$ cat src/rtl/uart_rx_framer.sv
`default_nettype none
// ============================================================================
// Module   : uart_rx_framer
// Purpose  : 8N1 UART receiver, 16x oversampled from a phase-accumulator tick.
// Revision : 1.0 - initial release
// ============================================================================
module uart_rx_framer #(
  parameter int BAUD_INC = 4832,
  parameter int ACC_W    = 16
) (
  input  logic       uart_clk_25m,
  input  logic       reset_n,
  input  logic       uart_rx,
  output logic [7:0] rx_data,
  output logic       rx_ready,
  output logic       frame_err,
  output logic       rx_idle
);

  localparam logic [ACC_W-1:0] c_BAUD_INC  = BAUD_INC[ACC_W-1:0];
  localparam logic [8:0]       c_IDLE_FULL = 9'd256;

  typedef enum logic [2:0] {
    IDLE  = 3'd0,
    START = 3'd1,
    DATA  = 3'd2,
    STOP  = 3'd3,
    BREAK = 3'd4
  } state_t;

  logic             r_sync1;
  logic             r_sync2;
  logic [ACC_W-1:0] r_acc;
  state_t           r_state;
  logic [3:0]       r_cnt;
  logic [2:0]       r_idx;
  logic [7:0]       r_shreg;
  logic [1:0]       r_samp;
  logic             r_bit;
  logic [8:0]       r_idle_cnt;

  logic [ACC_W:0]   w_sum;
  logic             w_tick;
  logic             w_line;
  logic             w_maj;

  assign w_sum  = {1'b0, r_acc} + {1'b0, c_BAUD_INC};
  assign w_tick = w_sum[ACC_W];
  assign w_line = r_sync2;
  // 2-of-3 vote over the samples taken at counts 7, 8 and the live one at 9
  assign w_maj  = (r_samp[0] & r_samp[1]) | (r_samp[0] & w_line) | (r_samp[1] & w_line);

  assign rx_idle = (r_idle_cnt == c_IDLE_FULL);

  always_ff @(posedge uart_clk_25m or negedge reset_n) begin
    if (!reset_n) begin
      r_sync1 <= 1'b1;
      r_sync2 <= 1'b1;
      r_acc   <= '0;
    end else begin
      r_sync1 <= uart_rx;
      r_sync2 <= r_sync1;
      r_acc   <= w_sum[ACC_W-1:0];
    end
  end

  always_ff @(posedge uart_clk_25m or negedge reset_n) begin
    if (!reset_n) begin
      r_state    <= IDLE;
      r_cnt      <= '0;
      r_idx      <= '0;
      r_shreg    <= '0;
      r_samp     <= '0;
      r_bit      <= 1'b0;
      r_idle_cnt <= '0;
      rx_data    <= '0;
      rx_ready   <= 1'b0;
      frame_err  <= 1'b0;
    end else begin
      rx_ready  <= 1'b0;
      frame_err <= 1'b0;
      if (w_tick) begin
        if (r_state != IDLE) begin
          r_idle_cnt <= '0;
          if (r_cnt == 4'd7) r_samp[0] <= w_line;
          if (r_cnt == 4'd8) r_samp[1] <= w_line;
          if (r_cnt == 4'd9) r_bit     <= w_maj;
        end
        case (r_state)
          IDLE: begin
            r_cnt <= '0;
            r_idx <= '0;
            if (!w_line) begin
              r_state    <= START;
              r_idle_cnt <= '0;
            end else if (r_idle_cnt != c_IDLE_FULL) begin
              r_idle_cnt <= r_idle_cnt + 9'd1;
            end
          end
          START: begin
            r_cnt <= r_cnt + 4'd1;
            if (r_cnt == 4'd9 && w_maj) begin
              r_state <= IDLE;
              r_cnt   <= '0;
            end else if (r_cnt == 4'd15) begin
              r_state <= DATA;
              r_idx   <= '0;
            end
          end
          DATA: begin
            r_cnt <= r_cnt + 4'd1;
            if (r_cnt == 4'd15) begin
              r_shreg <= {r_bit, r_shreg[7:1]};
              r_idx   <= r_idx + 3'd1;
              if (r_idx == 3'd7) r_state <= STOP;
            end
          end
          STOP: begin
            r_cnt <= r_cnt + 4'd1;
            // Leaving at mid-stop gives half a bit to catch a back-to-back start edge
            if (r_cnt == 4'd9) begin
              r_cnt <= '0;
              if (w_maj) begin
                rx_data  <= r_shreg;
                rx_ready <= 1'b1;
                r_state  <= IDLE;
              end else begin
                frame_err <= 1'b1;
                r_state   <= BREAK;
              end
            end
          end
          BREAK: begin
            r_cnt <= '0;
            if (w_line) r_state <= IDLE;
          end
          default: begin
            r_state <= IDLE;
            r_cnt   <= '0;
          end
        endcase
      end
    end
  end

endmodule
`default_nettype wire
$ cat config.mk
export PLATFORM = sky130hd
export DESIGN_NAME = uart_rx_framer
export DESIGN_NICKNAME = d
export VERILOG_FILES = /design/src/rtl/uart_rx_framer.sv
export SDC_FILE = /design/constraint.sdc
export NUM_CORES = 1
export LEC_CHECK = 0
export CORE_MARGIN = 5
export CORE_UTILIZATION = 30
export CTS_BUF_LIST = sky130_fd_sc_hd__clkbuf_8 sky130_fd_sc_hd__clkbuf_16
export DETAILED_ROUTE_END_ITERATION = 7
export PLACE_DENSITY = 0.5
export SYNTH_ARGS = -nofsm -noshare
export SYNTH_HDL_FRONTEND = slang
export SYNTH_SLANG_ARGS = --single-unit
$ cat constraint.sdc
create_clock -name uart_clk_25m -period 1.6 [get_ports uart_clk_25m]
set_input_delay 0.16 -clock uart_clk_25m [delete_from_list [all_inputs] [get_ports uart_clk_25m]]
set_output_delay 0.16 -clock uart_clk_25m [all_outputs]
set_load 0.05 [all_outputs]
==> out/metrics.yaml, run 1 <==
run_status: "finished, violations left"
violations: "setup timing"
rsz0062_at_grt: "true"
number_of_antenna_violations_at_the_first_check_in_global_routing: 0
mostFrequentLayoutCells: "sky130_fd_sc_hd__buf_4, sky130_fd_sc_hd__dfrtp_1, sky130_fd_sc_hd__nand2_1"
vias_per_cell: 4.79
diodes: 0
seq_area_frac_synth_pct: 51.5
place_inst: 380
setup.worst_path.start_class: "flip-flop"
final_core_utilization_pct: 45.8
ios: 14
timing.max_slew.rel_slack_pct: 66.7
clk_root_buffer_cell: "sky130_fd_sc_hd__clkbuf_8"
numClockSinks: 53
port_buffer_count: 13
period_share_pct: 109
cp_data_required_time_ns: 1.80
mappedNetlistArea_sq_mm: 0.00258
leakage_nw: 1.69
mostFrequentLayoutCell: "sky130_fd_sc_hd__buf_4"
clkSlewWorstSetupHoldPaths_ns: 0.10
worst_hold_slack_ns: 0.256
min_from: "uart_rx"
path_class: "reg -> reg"
ys.warnings.count: 0
route.detailed.drc: 0
maxSlewViolCount: 0
wl_per_cell_um: 13.7
floorplan.die.width_um: 103
grt_usage_pct: 11.1
initial_core_util_pct: 31.1
ys_async_sr_fraction_pct: 100
skew_ns: 0.00993
die_height_um: 103
ir_drop_mv: 0.331
clock_latency_ns: 0.31
floorplan.rows: 33
layout.nets: 316
crit_arrival_ns: 1.94
timing.final.ws_setup_ns: -0.141
postSynth.topFlopCell: "sky130_fd_sc_hd__dfrtp_1"
cap_violations: 0
detailedRoute.firstIterationViolations: 68
grt_first_pass_wirelength_um: 9300
fin_crit_ns: 1.74
rr_worst_depth: 7
cts-htree-levels: 2
global_route.overflow_total: 0
timing.final.setup_violations: 30
antenna_left: 0
hold_class: "in -> reg"
hold_critical_path_depth: 1
ys_types: 48
cts_made_buffers: 5
first_global_vias: 1981
crit-reg2reg-capture: "rx_data[5]"
yosysTopAreaCell: "sky130_fd_sc_hd__dfrtp_1"
critical_path.reg2reg.startpoint: "r_cnt[1]"
synth.ff_latch_count: 53
die_area_sq_mm: 0.0106
synthTopCellsByArea: "sky130_fd_sc_hd__dfrtp_1, sky130_fd_sc_hd__mux2_2, sky130_fd_sc_hd__mux2_4"
clock.fmax_mhz: 574
core_area_sq_mm: 0.00830
worst_hold_path.endpoint: "r_sync1"
worst-path-max-fanout: 5
hpwlAfterDp_um: 3660
netlist_instances: 221
maximum_number_of_pins_on_one_net_before_global_route_repair: 54
synthDominantCellAreaShare_pct: 49.5
number_of_enable_flip_flop_cells_after_synthesis: 0
worst_pin_slew_ns: 0.497
finalHoldViolCount: 0
gp_routability_congestion: 0.770
clk_path_buf_depth: 2
synth.avg_cell_area_sq_um: 11.7
postSynthNetCount: 232
drive_gt1_share_pct: 54.9
area_growth_syn_to_layout_pct: 47.4
cts_tree: "yes"
drt_pre_antenna_iters: 4
power_density_mw_per_mm2: 599
final_cells: 411
reg2reg_setup_slack_ns: -0.14
setup.worst_path.end_class: "flip-flop"
via_count: 1968
wirelength_um: 5620
==> critical path, stage by stage (launching register included) <==
cell,delay [ns]
sky130_fd_sc_hd__dfrtp_1,0.44
sky130_fd_sc_hd__inv_2,0.10
sky130_fd_sc_hd__ha_4,0.12
sky130_fd_sc_hd__buf_4,0.09
sky130_fd_sc_hd__nand3b_1,0.13
sky130_fd_sc_hd__nor2_2,0.17
sky130_fd_sc_hd__and3_4,0.27
sky130_fd_sc_hd__mux2_4,0.31
==> registers in the layout, indices dropped and copies added (netlist names), 2 cells and up <==
name,flops
r_acc,11
r_cnt,4
r_idle_cnt,9
r_idx,3
r_samp,2
r_shreg,8
r_state,3
rx_data,8
==> metal layers <==
metal	track usage, %	part of all wire, %	vias to the layer above
li1	-	-	965
met1	14.4	47	969
met2	17.9	49	24
met3	2.57	2.3	10
met4	4.18	1.7	0
met5	0	0	-
==> report_power, final <==
part	internal [mW]	total (mW)	switching, mW
Sequential	1.35	1.36	0.0126
Clock	0.312	0.775	0.463
Combinational	0.0641	0.140	0.0761
==> worst max-delay path by stage <==
stage,end,from,slack (ns),depth (start not counted)
floorplan,rx_data[0],r_acc[5],-0.18,7
global placement,r_idx[2],r_acc[9],-0.15,6
detailed placement,r_idx[2],r_acc[9],-0.14,6
CTS,r_idx[2],r_cnt[0],-0.14,5
global route,r_cnt[0],r_cnt[1],-0.24,7
finish,rx_data[5],r_cnt[1],-0.14,7
==> Yosys cell counts (4+ instances only) <==
cell / instances
sky130_fd_sc_hd__nor3_1: 4
sky130_fd_sc_hd__nand3b_1: 4
sky130_fd_sc_hd__o21ai_0: 11
sky130_fd_sc_hd__mux2_2: 14
sky130_fd_sc_hd__and3_1: 5
sky130_fd_sc_hd__mux2_4: 8
sky130_fd_sc_hd__ha_1: 8
sky130_fd_sc_hd__nand3_1: 15
sky130_fd_sc_hd__o31ai_1: 5
sky130_fd_sc_hd__nand2_1: 16
sky130_fd_sc_hd__xor2_1: 5
sky130_fd_sc_hd__inv_1: 10
sky130_fd_sc_hd__nor2_1: 13
sky130_fd_sc_hd__xnor2_1: 5
sky130_fd_sc_hd__dfrtp_1: 51
==> cells by family after synthesis <==
family / after synthesis / synth area share [%]
and+or+nand+nor: 76 / 16.9
buffers and inverters: 17 / 3.39
DFF: 53 / 51.5
adders and majority gates: 10 / 4.66
AOI/OAI and AO/OA: 33 / 9.36
xor gates and xnor gates: 10 / 3.39
muxes: 22 / 10.8
==> stage by stage <==
step                setup slack [ns]  total power [mW]  cell area [sq um]  setup TNS (ns)
finish                        -0.141              2.28               3800           -2.75
global route                  -0.243              2.39               3800           -5.94
CTS                           -0.139              2.31               3550           -2.84
detailed placement            -0.143              1.50               3230           -3.38
global placement              -0.148              1.50               3230           -3.30
floorplan                     -0.179              1.43               2640           -2.55
==> layout make-up <==
type	count	area (sq um)
Timing Repair Buffer	83	709
Fill cell	756	4500
Inverter	10	41.3
Tap cell	105	131
Sequential cell	53	1330
Multi-Input combinational cell	152	1500
Clock buffer	5	68.8
Clock inverter	3	21.3
==> timing repair <==
item | in CTS | in global routing
resized for setup | 34 | 41
hold endpoints to repair | 51 | 0
cloned | 1 | 0
hold buffers | 1 | 0
setup endpoints to repair | 40 | 42
setup buffers | 13 | 11
pin swaps | 23 | 27
Note: power is estimated with default switching activity, not from simulation.
==> run 2: changes to the inputs <==
--- a/config.mk
+++ b/config.mk
@@ -5,10 +5,11 @@
 export SDC_FILE = /design/constraint.sdc
 export NUM_CORES = 1
 export LEC_CHECK = 0
-export CORE_MARGIN = 5
+export CORE_MARGIN = 3
 export CORE_UTILIZATION = 30
 export CTS_BUF_LIST = sky130_fd_sc_hd__clkbuf_8 sky130_fd_sc_hd__clkbuf_16
 export DETAILED_ROUTE_END_ITERATION = 7
+export GPL_ROUTABILITY_DRIVEN = 0
 export PLACE_DENSITY = 0.5
 export SYNTH_ARGS = -nofsm -noshare
 export SYNTH_HDL_FRONTEND = slang
==> constraint.sdc (replaced) <==
create_clock -name uart_clk_25m -period 1.5 [get_ports uart_clk_25m]
set_input_delay 0.15 -clock uart_clk_25m [delete_from_list [all_inputs] [get_ports uart_clk_25m]]
set_output_delay 0.15 -clock uart_clk_25m [all_outputs]
set_load 0.05 [all_outputs]
==> out/metrics.yaml, run 2 (same netlist as run 1, synthesis figures left out) <==
vias_per_cell: 4.80  # +0.31%
finalHoldViolCount: 0  # unchanged
antenna_left: 0  # unchanged
clock.fmax_mhz: 585  # +1.9%
initial_core_util_pct: 31.1  # unchanged
via_count: 2027  # +3.0%
power_density_mw_per_mm2: 627  # +4.6%
area_growth_syn_to_layout_pct: 49.2
wirelength_um: 5710  # +1.6%
layout.nets: 327  # +3.5%
mostFrequentLayoutCells: "sky130_fd_sc_hd__buf_4, sky130_fd_sc_hd__dfrtp_1, sky130_fd_sc_hd__mux2_4"
clk_root_buffer_cell: "sky130_fd_sc_hd__clkbuf_8"
registers_with_the_most_flip_flops: "r_acc (11), r_idle_cnt (9)"
rsz0062_at_grt: "true"
core_area_sq_mm: 0.00830  # unchanged
floorplan.die.width_um: 98.7  # -3.9%
die_height_um: 98.7  # -3.9%
fin_tns_setup_ns: -5.88  # -3.13 ns
largest_register_ffs: 11  # unchanged
drt_pre_antenna_iters: 4  # unchanged
detailedRoute.firstIterationViolations: 86  # +26%
number_of_antenna_violations_at_the_first_check_in_global_routing: 0  # unchanged
global_route.overflow_total: 0  # unchanged
hold_class: "in -> reg"
run_status: "finished, violations left"
period_share_pct: 114  # +5.1 points
leakage_nw: 1.75  # +3.4%
cts_tree: "yes"
pre_cts_ws_ns: -0.263  # -0.120 ns
path_class: "reg -> reg"
worst-path-max-fanout: 3  # -2
cap_violations: 0  # unchanged
grt_first_pass_wirelength_um: 10100  # +8.1%
cts-htree-levels: 2  # unchanged
worst_path_max_delay_cell: "sky130_fd_sc_hd__dfrtp_1"
drive_gt1_share_pct: 55.8  # +0.93 points
cts_made_buffers: 5  # unchanged
placement.cell_area_sq_mm: 0.00331  # +2.4%
floorplan.rows: 33  # unchanged
clock_latency_ns: 0.31  # about the same
port_buffer_count: 13  # unchanged
violations: "setup timing"
mostFrequentLayoutCell: "sky130_fd_sc_hd__buf_4"
grt_usage_pct: 12.7  # +1.6 points
worst_pin_slew_ns: 0.307  # -0.190 ns
timing.final.setup_violations: 42  # +40%
diodes: 0  # unchanged
setup.worst_path.end_class: "flip-flop"
skew_ns: 0.0105  # +0.000562 ns
cp_data_required_time_ns: 1.70  # -0.10 ns
place_inst: 388  # +2.1%
first_global_vias: 2062  # +4.1%
clkSlewWorstSetupHoldPaths_ns: 0.10  # about the same
registers.top_by_ff_count: "r_acc"
hpwlAfterDp_um: 3620  # -1.0%
die_area_sq_mm: 0.00975  # -7.6%
crit_arrival_ns: 1.91  # -0.03 ns
postLayoutCellArea_sq_mm: 0.00385  # +1.3%
fin_crit_ns: 1.71  # -0.0329 ns
wl_per_cell_um: 13.5  # -1.1%
final_cells: 422  # +2.7%
maximum_number_of_pins_on_one_net_before_global_route_repair: 54  # unchanged
maxSlewViolCount: 0  # unchanged
timing.final.ws_setup_ns: -0.208  # -0.0671 ns
numClockSinks: 53  # unchanged
final_core_utilization_pct: 46.4  # +0.57 points
setup.worst_path.start_class: "flip-flop"
timing.max_slew.rel_slack_pct: 79.4  # +13 points
critical_path_max_stage_delay_ns: 0.43  # about the same
ios: 14  # unchanged
critical_path_cell_by_cell: "ha_4 > nand3_4 > maj3_2 > nor3_4 > mux2_4"
ir_drop_mv: 0.323  # -2.4%
cpLargestDelayFamily: "adder cells"
worst_hold_slack_ns: 0.245  # -0.0105 ns
route.detailed.drc: 0  # unchanged
clk_path_buf_depth: 2  # unchanged
post-layout-total-power_mw: 2.41  # +5.9%
cp.buffers_inverters: 0  # -2
run 2: changes by cell type in the layout (fill, tap and decap cells not counted), moves of 3 or more:
cell                      delta
sky130_fd_sc_hd__buf_4      +12
sky130_fd_sc_hd__mux2_2      -5
sky130_fd_sc_hd__mux2_4      +5
sky130_fd_sc_hd__nand3_1     -4
sky130_fd_sc_hd__nand3_2     +4
sky130_fd_sc_hd__o21ai_1     +3
run 2: worst reg2reg max path, delay by kind of cell (launching register included):
family	cells	cell delay, ns
adder cells (fa/ha/maj)	2	0.50
flip-flops	1	0.43
multiplexers	1	0.33
AND/OR/NAND/NOR	2	0.35
run 2: timing repair:
item / CTS / global route
pin swaps: 19 / 12
resized for setup: 52 / 16
hold endpoints to repair: 51 / 0
setup endpoints to repair: 42 / 43
cloned: 2 / 0
setup buffers: 18 / 8
hold buffers: 1 / 0
run 2: area by class of cell:
| type | count | area (sq um) |
|---|---|---|
| clock inverters | 3 | 17.5 |
| repair buffers | 93 | 768 |
| flip-flops and latches | 53 | 1330 |
| well taps | 105 | 131 |
| inverters | 10 | 43.8 |
| multi-input cells | 153 | 1490 |
| clock buffers | 5 | 68.8 |
| fillers | 762 | 4450 |
run 2: final timing paths:
check                                 to  startpoint  slack (ns)  cells after the start
min in group asynchronous  r_idle_cnt[2]     reset_n        0.36                      3
setup reg to reg                r_idx[0]    r_cnt[1]       -0.21                      5
setup / recovery                r_idx[0]    r_cnt[1]       -0.21                      5
hold / removal                   r_sync1     uart_rx        0.25                      1
hold reg to reg                  r_sync2     r_sync1        0.36                      0
max in group asynchronous        r_sync2     reset_n        0.86                      3
run 2: power by group:
part           leakage [nW]  total [mW]  switching [mW]  internal (mW)
Combinational          1.02       0.142          0.0776         0.0641
Clock                0.0497       0.817           0.489          0.328
Sequential            0.687        1.45          0.0134           1.44
run 2: routing by layer:
| layer | global-route usage (%) | wire length [um] | vias up |
|---|---|---|---|
| met5 | 0 | 0 | - |
| met4 | 3.15 | 66 | 0 |
| met3 | 2.76 | 116 | 7 |
| met2 | 20.3 | 2800 | 17 |
| met1 | 17.5 | 2730 | 1020 |
| li1 | - | - | 983 |
